## config.mk

```make
export PLATFORM = sky130hd
export DESIGN_NAME = spi_xfer_queue
export DESIGN_NICKNAME = d
export VERILOG_FILES = /design/src/rtl/spi_xfer_queue_pkg.sv /design/src/rtl/spi_byte_fifo.sv /design/src/rtl/spi_xfer_queue.sv
export SDC_FILE = /design/constraint.sdc
export NUM_CORES = 1
export LEC_CHECK = 0
export CAP_MARGIN = 20
export CORE_ASPECT_RATIO = 0.6
export CORE_MARGIN = 2
export CORE_UTILIZATION = 51
export CTS_CLUSTER_DIAMETER = 120
export DETAILED_ROUTE_END_ITERATION = 16
export PLACE_DENSITY = 0.83
export SETUP_SLACK_MARGIN = 0.3
export SYNTH_ARGS = -nofsm -noshare
export SYNTH_HDL_FRONTEND = slang
export SYNTH_SLANG_ARGS = --single-unit
```

## constraint.sdc

```tcl
create_clock -name clk -period 2.7 [get_ports clk]
set_input_delay 0.405 -clock clk [delete_from_list [all_inputs] [get_ports clk]]
set_output_delay 0.405 -clock clk [all_outputs]
set_load 0.01 [all_outputs]
```

## src/rtl/spi_xfer_queue_pkg.sv

```systemverilog
// Shared types and helpers for the SPI byte-stream front end.
package spi_xfer_queue_pkg;

    localparam int DATA_W_DEF = 8;

    typedef enum logic [1:0] {
        ST_IDLE      = 2'd0,
        ST_ISSUE     = 2'd1,
        ST_WAIT_DONE = 2'd2,
        ST_WAIT_CLR  = 2'd3
    } xfer_state_t;

    // Occupancy counters must represent 0..DEPTH inclusive.
    function automatic int lvl_w(input int depth);
        return $clog2(depth) + 1;
    endfunction

endpackage

```

## src/rtl/spi_byte_fifo.sv

```systemverilog
// Synchronous show-ahead byte FIFO with occupancy output and synchronous clear.
module spi_byte_fifo
    import spi_xfer_queue_pkg::*;
#(
    parameter  int DATA_W = DATA_W_DEF,
    parameter  int DEPTH  = 4,
    localparam int LW     = lvl_w(DEPTH),
    localparam int AW     = $clog2(DEPTH)
) (
    input  logic              clk,
    input  logic              rst_n,
    input  logic              clear,
    input  logic              push,
    input  logic [DATA_W-1:0] push_data,
    input  logic              pop,
    output logic [DATA_W-1:0] head,
    output logic [LW-1:0]     level
);

    logic [DEPTH-1:0][DATA_W-1:0] mem;
    logic [AW-1:0]                wr_ptr;
    logic [AW-1:0]                rd_ptr;
    logic                         do_push;
    logic                         do_pop;

    assign do_push = push && (level != LW'(DEPTH));
    assign do_pop  = pop && (level != '0);
    assign head    = mem[rd_ptr];

    // Pointers wrap for free because DEPTH is a power of two.
    always_ff @(posedge clk or negedge rst_n) begin
        if (!rst_n) begin
            mem    <= '0;
            wr_ptr <= '0;
            rd_ptr <= '0;
            level  <= '0;
        end else if (clear) begin
            wr_ptr <= '0;
            rd_ptr <= '0;
            level  <= '0;
        end else begin
            if (do_push) begin
                mem[wr_ptr] <= push_data;
                wr_ptr      <= wr_ptr + AW'(1);
            end
            if (do_pop)
                rd_ptr <= rd_ptr + AW'(1);
            case ({do_push, do_pop})
                2'b10:   level <= level + LW'(1);
                2'b01:   level <= level - LW'(1);
                default: level <= level;
            endcase
        end
    end

endmodule

```

## src/rtl/spi_xfer_queue.sv

```systemverilog
// Byte-stream front end for SPI_Master: TX bytes become start/data_in transactions,
// returned data_out bytes are queued for the host on done.
module spi_xfer_queue
    import spi_xfer_queue_pkg::*;
#(
    parameter  int DATA_W  = DATA_W_DEF,
    parameter  int DEPTH   = 4,
    parameter  int DONE_TO = 1024,
    localparam int LW      = lvl_w(DEPTH)
) (
    input  logic              clk,
    input  logic              reset,
    input  logic [DATA_W-1:0] tx_data,
    input  logic              tx_valid,
    output logic              tx_ready,
    output logic [DATA_W-1:0] rx_data,
    output logic              rx_valid,
    input  logic              rx_ready,
    input  logic              flush,
    output logic              spi_start,
    output logic [DATA_W-1:0] spi_data_in,
    input  logic [DATA_W-1:0] spi_data_out,
    input  logic              spi_done,
    output logic              busy,
    output logic [LW-1:0]     tx_level,
    output logic [LW-1:0]     rx_level,
    output logic              err_to
);

    // The ISSUE cycle counts toward the budget, so spi_start stays high exactly
    // DONE_TO cycles on a timeout (DONE_TO must be >= 2).
    localparam int            CW      = $clog2(DONE_TO + 1);
    localparam logic [CW-1:0] TO_LAST = CW'(DONE_TO - 2);

    xfer_state_t       state;
    logic [CW-1:0]     to_cnt;
    logic [DATA_W-1:0] tx_head;
    logic              flush_go;
    logic              can_issue;
    logic              tx_push;
    logic              rx_push;
    logic              rx_pop;

    assign busy      = (state != ST_IDLE);
    assign flush_go  = flush && (state == ST_IDLE);
    assign tx_ready  = (tx_level != LW'(DEPTH)) && !flush;
    assign tx_push   = tx_valid && tx_ready;
    assign rx_valid  = (rx_level != '0);
    assign rx_pop    = rx_valid && rx_ready;
    assign rx_push   = (state == ST_WAIT_DONE) && spi_done;
    // An RX slot is reserved before issue, so a returning byte always fits.
    assign can_issue = (state == ST_IDLE) && (tx_level != '0) &&
                       (rx_level != LW'(DEPTH)) && !spi_done && !flush;

    spi_byte_fifo #(.DATA_W(DATA_W), .DEPTH(DEPTH)) u_tx_fifo (
        .clk       (clk),
        .rst_n     (reset),
        .clear     (flush_go),
        .push      (tx_push),
        .push_data (tx_data),
        .pop       (can_issue),
        .head      (tx_head),
        .level     (tx_level)
    );

    spi_byte_fifo #(.DATA_W(DATA_W), .DEPTH(DEPTH)) u_rx_fifo (
        .clk       (clk),
        .rst_n     (reset),
        .clear     (flush_go),
        .push      (rx_push),
        .push_data (spi_data_out),
        .pop       (rx_pop),
        .head      (rx_data),
        .level     (rx_level)
    );

    always_ff @(posedge clk or negedge reset) begin
        if (!reset) begin
            state       <= ST_IDLE;
            spi_start   <= 1'b0;
            spi_data_in <= '0;
            err_to      <= 1'b0;
            to_cnt      <= '0;
        end else begin
            case (state)
                ST_IDLE: begin
                    if (flush)
                        err_to <= 1'b0;
                    if (can_issue) begin
                        spi_data_in <= tx_head;
                        spi_start   <= 1'b1;
                        state       <= ST_ISSUE;
                    end
                end
                ST_ISSUE: begin
                    to_cnt <= '0;
                    state  <= ST_WAIT_DONE;
                end
                ST_WAIT_DONE: begin
                    if (spi_done) begin
                        spi_start <= 1'b0;
                        state     <= ST_WAIT_CLR;
                    end else if (to_cnt == TO_LAST) begin
                        spi_start <= 1'b0;
                        err_to    <= 1'b1;
                        state     <= ST_WAIT_CLR;
                    end else begin
                        to_cnt <= to_cnt + CW'(1);
                    end
                end
                ST_WAIT_CLR: begin
                    if (!spi_done)
                        state <= ST_IDLE;
                end
                default: state <= ST_IDLE;
            endcase
        end
    end

endmodule

```

==> impl_metrics.yaml, run 1 <==
layout:
  areaGrowthSynthToFinish_pct: 21.5
  drive_gt1_frac: 0.322
  fillers: 687
  final_cell_mix: "100 x dfrtp_1, 64 x mux2_2, 47 x clkdlybuf4s50_1"
  final_common_cell: "dfrtp_1"
  nNetsFinal: 460
  antenna_cells: 0
  final_core_util: 0.642
floorplanning:
  rows: 27
  start_util: 0.528
  fp.dieArea_um2: 10400
  die_y_um: 79.7
  fp.dieW_um: 130
  core_um2: 9220
  io_pins: 49
drt:
  num_vias: 3100
  remaining_drc_errors: 0
  drt_pass1_iterations: 4
  wl_um: 9720
  ant_nets: 0
  wire_per_inst_um: 17.5
  via_per_inst: 5.58
  drtIter0Drc: 175
power:
  p_leak_nw: 2.59
  cellPowerDensity_nw_per_um2: 1120
  ir_drop_mv: 0.525
timing:
  skew_ns: 0.00533
  max_slew_margin: 0.535
  fin_crit_ns: 2.37
  max_freq_mhz: 423
  finalCritPeriodShare: 0.877
  maxSlewViolCount: 0
  worst_pin_slew_ns: 0.692
  tns_ns: 0
  hold_viol_final: 0
  rsz0062_at_grt: "yes"
  setup_viol: 0
min_path:
  worstHoldPathType: "input pin to async pin"
logic_synthesis:
  yosys_warnings: 0
  synth_compound_area_frac: 0.0529
  synthTopCellsByArea: "dfrtp_1 52%, mux2_2 15%, mux4_2 7.4%, ha_1 3.6%, mux2_4 2.2%"
  syn_area_um2: 4870
  synth-adder-area-share: 0.0442
  synth_top_area_frac: 0.519
  yosysUniqueCellTypes: 54
  synth_nets: 394
  ys_seq_area_frac: 0.519
  synth_top_family_by_area: "multiplexers"
  ys.flop_type: "dfrtp_1"
  syn_area_per_cell_um2: 13.7
  synth-simple-area-share: 0.0871
  synth_area_leader_cell: "dfrtp_1"
  synthMuxAreaShare: 0.263
  ys_ff_latch: 101
  postSynthCellCount: 356
  async_reset_ff_frac: 1.00
  synth_edf_count: 0
  synth-xor-area-share: 0.0141
global_routing:
  met2_usage: 0.310
  top_usage_layer: "met2"
  grt_overflow_total: 0
  use_met1: 0.300
  grt_max_degree: 62
  use_met3: 0.0529
  grt_pass1_wl_um: 16200
  grt_util_all_layers: 0.208
  antenna_found_initial: 0
  grt_pass1_vias: 3240
clock_network:
  h-tree-depth: 3
  clock_latency_ns: 0.34
  cts_tree: "yes"
  clkTransAtPathRegs_ns: 0.06
  cts.root.buffer_cell: "clkbuf_16"
  cts-buffers-inserted: 9
  cts_buffer_depth: 2
  clock-sinks: 101
setup_path:
  end_kind: "flop"
  start_kind: "flop"
  worstPathMaxFanout: 6
  path_class: "flop to flop"
  cp_data_required_time_ns: 2.92
  arrival_ns: 2.59
place:
  gp_congestion: 0.836
  dp_hpwl_um: 6560
  io_buffers: 48
run:
  max_cap_viol_count: 0
outcome:
  outcome: "complete, no violations"
[Yosys cell counts, drive strengths merged, types with 4 or more instances]
| cell type | n |
|---|---|
| a21oi | 10 |
| buf | 7 |
| dfrtp | 101 |
| ha | 14 |
| inv | 13 |
| mux2 | 73 |
| mux2i | 7 |
| mux4 | 16 |
| nand2 | 27 |
| nand2b | 4 |
| nand3 | 4 |
| nor2 | 14 |
| nor3 | 4 |
| nor3b | 4 |
| o21ai | 12 |
| o31ai | 4 |
| or3 | 5 |
| xnor2 | 5 |
[metal layers]
layer | routed length, um | vias to the layer above
li1 | - | 1433
met2 | 4550 | 63
met3 | 369 | 12
met1 | 4690 | 1592
met5 | 0 | -
met4 | 116 | 0
[worst max-delay path: stages, from the launching register on]
cell and delay [ns]:
dfrtp_1 0.42, inv_2 0.11, ha_4 0.18, nor3b_4 0.21, and3_4 0.22, o21ai_0 0.12, fa_2 0.41, o31ai_2 0.23
o21ba_2 0.19, o32a_1 0.17
[kinds of logic after synthesis]
| logic type | after synthesis |
|---|---|
| AOI/OAI and AO/OA | 39 |
| adders and majority gates | 16 |
| muxes | 96 |
| xor gates and xnor gates | 7 |
| buffers and inverters | 21 |
| and+or+nand+nor | 76 |
| DFF | 101 |
[power breakdown]
part | total [W] | switching, W | internal (W)
clock | 0.00124 | 0.000532 | 0.000712
sequential | 0.00267 | 0.000506 | 0.00216
combinational | 0.00271 | 0.00104 | 0.00166
[through the flow]
| stage | hold slack (ns) | power, W | worst slack, ns | instances | cell area [um2] |
|---|---|---|---|---|---|
| 6_report | 0.0282 | 0.00662 | 0.333 | 556 | 5920 |
| 5_1_grt | 0.0679 | 0.00707 | 0.223 | 556 | 5920 |
| 4_1_cts | 0.0427 | 0.00654 | 0.334 | 548 | 5830 |
| 3_5_place_dp | 0.420 | 0.00526 | 0.172 | 533 | 5550 |
| 3_3_place_gp | 0.408 | 0.00511 | 0.268 | 533 | 5550 |
| 2_1_floorplan | 0.109 | 0.00430 | 0.304 | 356 | 4890 |
[layout make-up]
class                           instances  area [um2]  area share
Tap cell                              130         163      0.0275
Inverter                               13        48.8     0.00825
Multi-Input combinational cell        234        2290       0.387
Sequential cell                       101        2530       0.427
Timing Repair Buffer                   63         607       0.103
Clock buffer                           11         233      0.0393
Clock inverter                          4        50.0     0.00846
[sequential cells by signal, summed over array words and instances, names as in the netlist]
signal and flops:
err_to 1, spi_data_in 8, spi_start 1, state 2
to_cnt 11, u_rx_fifo.level 3, u_rx_fifo.mem 32, u_rx_fifo.rd_ptr 2
u_rx_fifo.wr_ptr 2, u_tx_fifo.level 3, u_tx_fifo.mem 32, u_tx_fifo.rd_ptr 2
u_tx_fifo.wr_ptr 2
[worst paths after layout]
| kind | start | endpoint | slack, ns | cells past startpoint |
|---|---|---|---|---|
| max in group asynchronous | reset | state[0] | 1.96 | 2 |
| max | state[1] | u_tx_fifo.level[2] | 0.33 | 9 |
| min reg2reg | u_tx_fifo.mem[23] | u_tx_fifo.mem[23] | 0.50 | 1 |
| max reg2reg | state[1] | u_tx_fifo.level[2] | 0.33 | 9 |
| min in group clk | u_tx_fifo.mem[23] | u_tx_fifo.mem[23] | 0.50 | 1 |
| min | reset | spi_data_in[5] | 0.03 | 1 |
[repair_timing]
| action | 4_1_cts | 5_1_grt |
|---|---|---|
| resized for setup | 0 | 7 |
| buffers inserted | 0 | 8 |
| hold buffers | 0 | 0 |
| endpoints found under the setup margin | 0 | 9 |
Note: power is estimated with default switching activity, not from simulation.
==> run 2: changes to the inputs <==
--- a/config.mk
+++ b/config.mk
@@ -5,13 +5,14 @@
 export SDC_FILE = /design/constraint.sdc
 export NUM_CORES = 1
 export LEC_CHECK = 0
+export ABC_AREA = 1
 export CAP_MARGIN = 20
 export CORE_ASPECT_RATIO = 0.6
 export CORE_MARGIN = 2
-export CORE_UTILIZATION = 51
+export CORE_UTILIZATION = 52
 export CTS_CLUSTER_DIAMETER = 120
 export DETAILED_ROUTE_END_ITERATION = 16
-export PLACE_DENSITY = 0.83
+export PLACE_DENSITY = 0.84
 export SETUP_SLACK_MARGIN = 0.3
 export SYNTH_ARGS = -nofsm -noshare
 export SYNTH_HDL_FRONTEND = slang
==> run 2 against run 1 <==
Clock-buffer cell count fell by 2. Highest routed layer unchanged. Final area is 0.70% higher. Register-to-register slack better by 0.22 ns. Critical path depth decreased by 5. Sequential share of layout area down 0.32 points. Die area is 1.8% higher. Setup slack improved by 0.012 ns. Largest power group unchanged.
==> impl_metrics.yaml, run 2 <==
outcome:
  outcome: "complete, no violations"
floorplanning:
  fp.dieW_um: 131
  rows: 27
  die_y_um: 80.4
  start_util: 0.542
  fp.dieArea_um2: 10600
  io_pins: 49
  core_um2: 9320
layout:
  final_common_cell: "nand2_1"
  areaGrowthSynthToFinish_pct: 17.8
  nNetsFinal: 703
  reg.largest.list: "u_rx_fifo.mem: 32 flops, u_tx_fifo.mem: 32 flops, to_cnt: 11 flops"
  drive_gt1_frac: 0.0687
  final_cell_mix: "189 x nand2_1, 101 x dfrtp_1, 76 x o21ai_0"
  final_core_util: 0.639
  antenna_cells: 0
logic_synthesis:
  synth_top_area_frac: 0.500
  synth_nets: 657
  syn_area_um2: 5060
  postSynthCellCount: 619
  yosysUniqueCellTypes: 35
  netlist_top_cells_count: "189 x nand2_1, 101 x dfrtp_1, 76 x o21ai_0, 52 x inv_1, 50 x nor2_1"
  ys.flop_type: "dfrtp_1"
  synth_edf_count: 0
  yosysMostFrequentCell: "nand2_1"
  synth_area_leader_cell: "dfrtp_1"
  yosys_warnings: 0
  synthTopCellsByArea: "dfrtp_1 50%, nand2_1 14%, o21ai_0 7.5%, inv_1 3.9%, o21ai_1 3.8%"
  syn_area_per_cell_um2: 8.17
  ys_ff_latch: 101
  ys_seq_area_frac: 0.500
  async_reset_ff_frac: 1.00
run:
  max_cap_viol_count: 0
clock_network:
  clock-sinks: 101
  clock_latency_ns: 0.35
  clkTransAtPathRegs_ns: 0.07
  cts.root.buffer_cell: "clkbuf_16"
  cts-buffers-inserted: 9
  cts_buffer_depth: 2
  holdBufCountCts: 0
  cts_tree: "yes"
  h-tree-depth: 3
timing:
  rsz0062_at_grt: "yes"
  max_freq_mhz: 425
  maxSlewViolCount: 0
  fin_hold_ws_ns: 0.105
  hold_viol_final: 0
  finalCritPeriodShare: 0.872
  setup_viol: 0
  tns_ns: 0
  skew_ns: 0.00443
  worst_pin_slew_ns: 0.739
  max_slew_margin: 0.507
  fin_crit_ns: 2.36
  setup_ws_ns: 0.345
place:
  dp_hpwl_um: 8040
  place_ws_ns: 0.225
  io_buffers: 48
  gp_congestion: 0.843
setup_path:
  timing.rr.start: "state[1]"
  crit_start: "u_rx_fifo.rd_ptr[0]"
  arrival_ns: 1.95
  path_class: "flop to output pin"
  end_kind: "output pin"
  slowest_delay_ns: 0.49
  path_buf_inv: 2
  crit_slowest_cell: "clkdlybuf4s50_1"
  cp_top_family: "buffers and inverters"
  crit_cells: 4
  worstPathMaxFanout: 17
  cp_data_required_time_ns: 2.30
  start_kind: "flop"
  rr_worst_depth: 12
  crit_chain: "clkinvlp_4 -> o21ai_0 -> o22ai_1 -> clkdlybuf4s50_1"
drt:
  drtIter0Drc: 404
  via_per_inst: 5.38
  ant_nets: 0
  wl_um: 11800
  remaining_drc_errors: 0
  drt_pass1_iterations: 5
  num_vias: 4305
  wire_per_inst_um: 14.7
power:
  internal_power_w: 0.00401
  p_leak_nw: 2.87
  switching_share: 0.399
  pwr-share-seq: 0.386
  power.switching_w: 0.00266
  cellPowerDensity_nw_per_um2: 1120
  ir_drop_mv: 0.444
  p_comb_frac: 0.410
  clkPwrFrac: 0.204
  fin_total_pwr_w: 0.00667
global_routing:
  grt_pass1_wl_um: 19600
  grt_max_degree: 58
  grt_util_all_layers: 0.238
  grt_overflow_total: 0
  grt_pass1_vias: 4048
  antenna_found_initial: 0
min_path:
  worstHoldPathType: "input pin to async pin"
## run 2: cell count changes in the layout (fill, tap and decap cells not counted), moves of 7 or more
cell     delta
mux4_2     -16
o21ai_0    +64
inv_1      +39
mux2i_1     -7
nor2_1     +37
buf_4       -7
mux2_4      -7
mux2_2     -64
nand3_1    +10
o22ai_1     +7
o21ai_1    +38
nand2_1   +166
## run 2: logic make-up (layout without fill, tap and decap cells)
family	count (synthesis)	count (layout)	share of synthesized area
buffers and inverters	75	126	0.0666
AND/OR/NAND/NOR	279	279	0.234
flip-flops	101	101	0.500
XOR/XNOR	7	7	0.0121
AO/OA/AOI/OAI	141	141	0.145
adder cells (fa/ha/maj)	16	16	0.0426
## run 2: final cells by class
class / count / area (um2)
sequential: 101 / 2530
timing repair buffer: 55 / 543
clock buffer: 9 / 225
clock inverter: 7 / 90.1
multi-input combinational: 443 / 2200
fill: 774 / 3370
inverter: 55 / 213
tap: 130 / 163
## run 2: layer usage
metal | vias to the layer above | part of all wire | wire [um] | GRT usage
li1 | 2088 | - | - | -
met4 | 0 | 0.013 | 152 | 0.0728
met5 | - | 0 | 0 | 0
met1 | 2057 | 0.48 | 5670 | 0.333
met2 | 146 | 0.44 | 5210 | 0.376
met3 | 14 | 0.065 | 767 | 0.0505
## run 2: stage by stage
step	area (um2)	instances
2_1_floorplan	5060	619
3_3_place_gp	5630	783
3_5_place_dp	5630	783
4_1_cts	5950	799
5_1_grt	5960	800
6_report	5960	800
## run 2: worst paths after layout
kind,end,slack [ns]
min in group clk,spi_data_in[2],0.48
max reg2reg,u_tx_fifo.level[2],0.55
min reg2reg,spi_data_in[2],0.48
min,to_cnt[7],0.11
max in group asynchronous,spi_data_in[2],1.89
max,rx_data[4],0.34
## run 2: power by group through the flow
stage / registers (W) / logic [W] / clock network, W
after CTS: 0.00256 / 0.00271 / 0.00138
after global routing: 0.00265 / 0.00307 / 0.00145
final: 0.00257 / 0.00273 / 0.00136
after floorplan: 0.00248 / 0.00170 / 0
after detailed placement: 0.00257 / 0.00268 / 0
after global placement: 0.00253 / 0.00257 / 0
## run 2: what timing repair did
action / CTS / global route
buffers inserted: 0 / 1
setup endpoints to repair: 1 / 7
gates resized for setup: 1 / 2
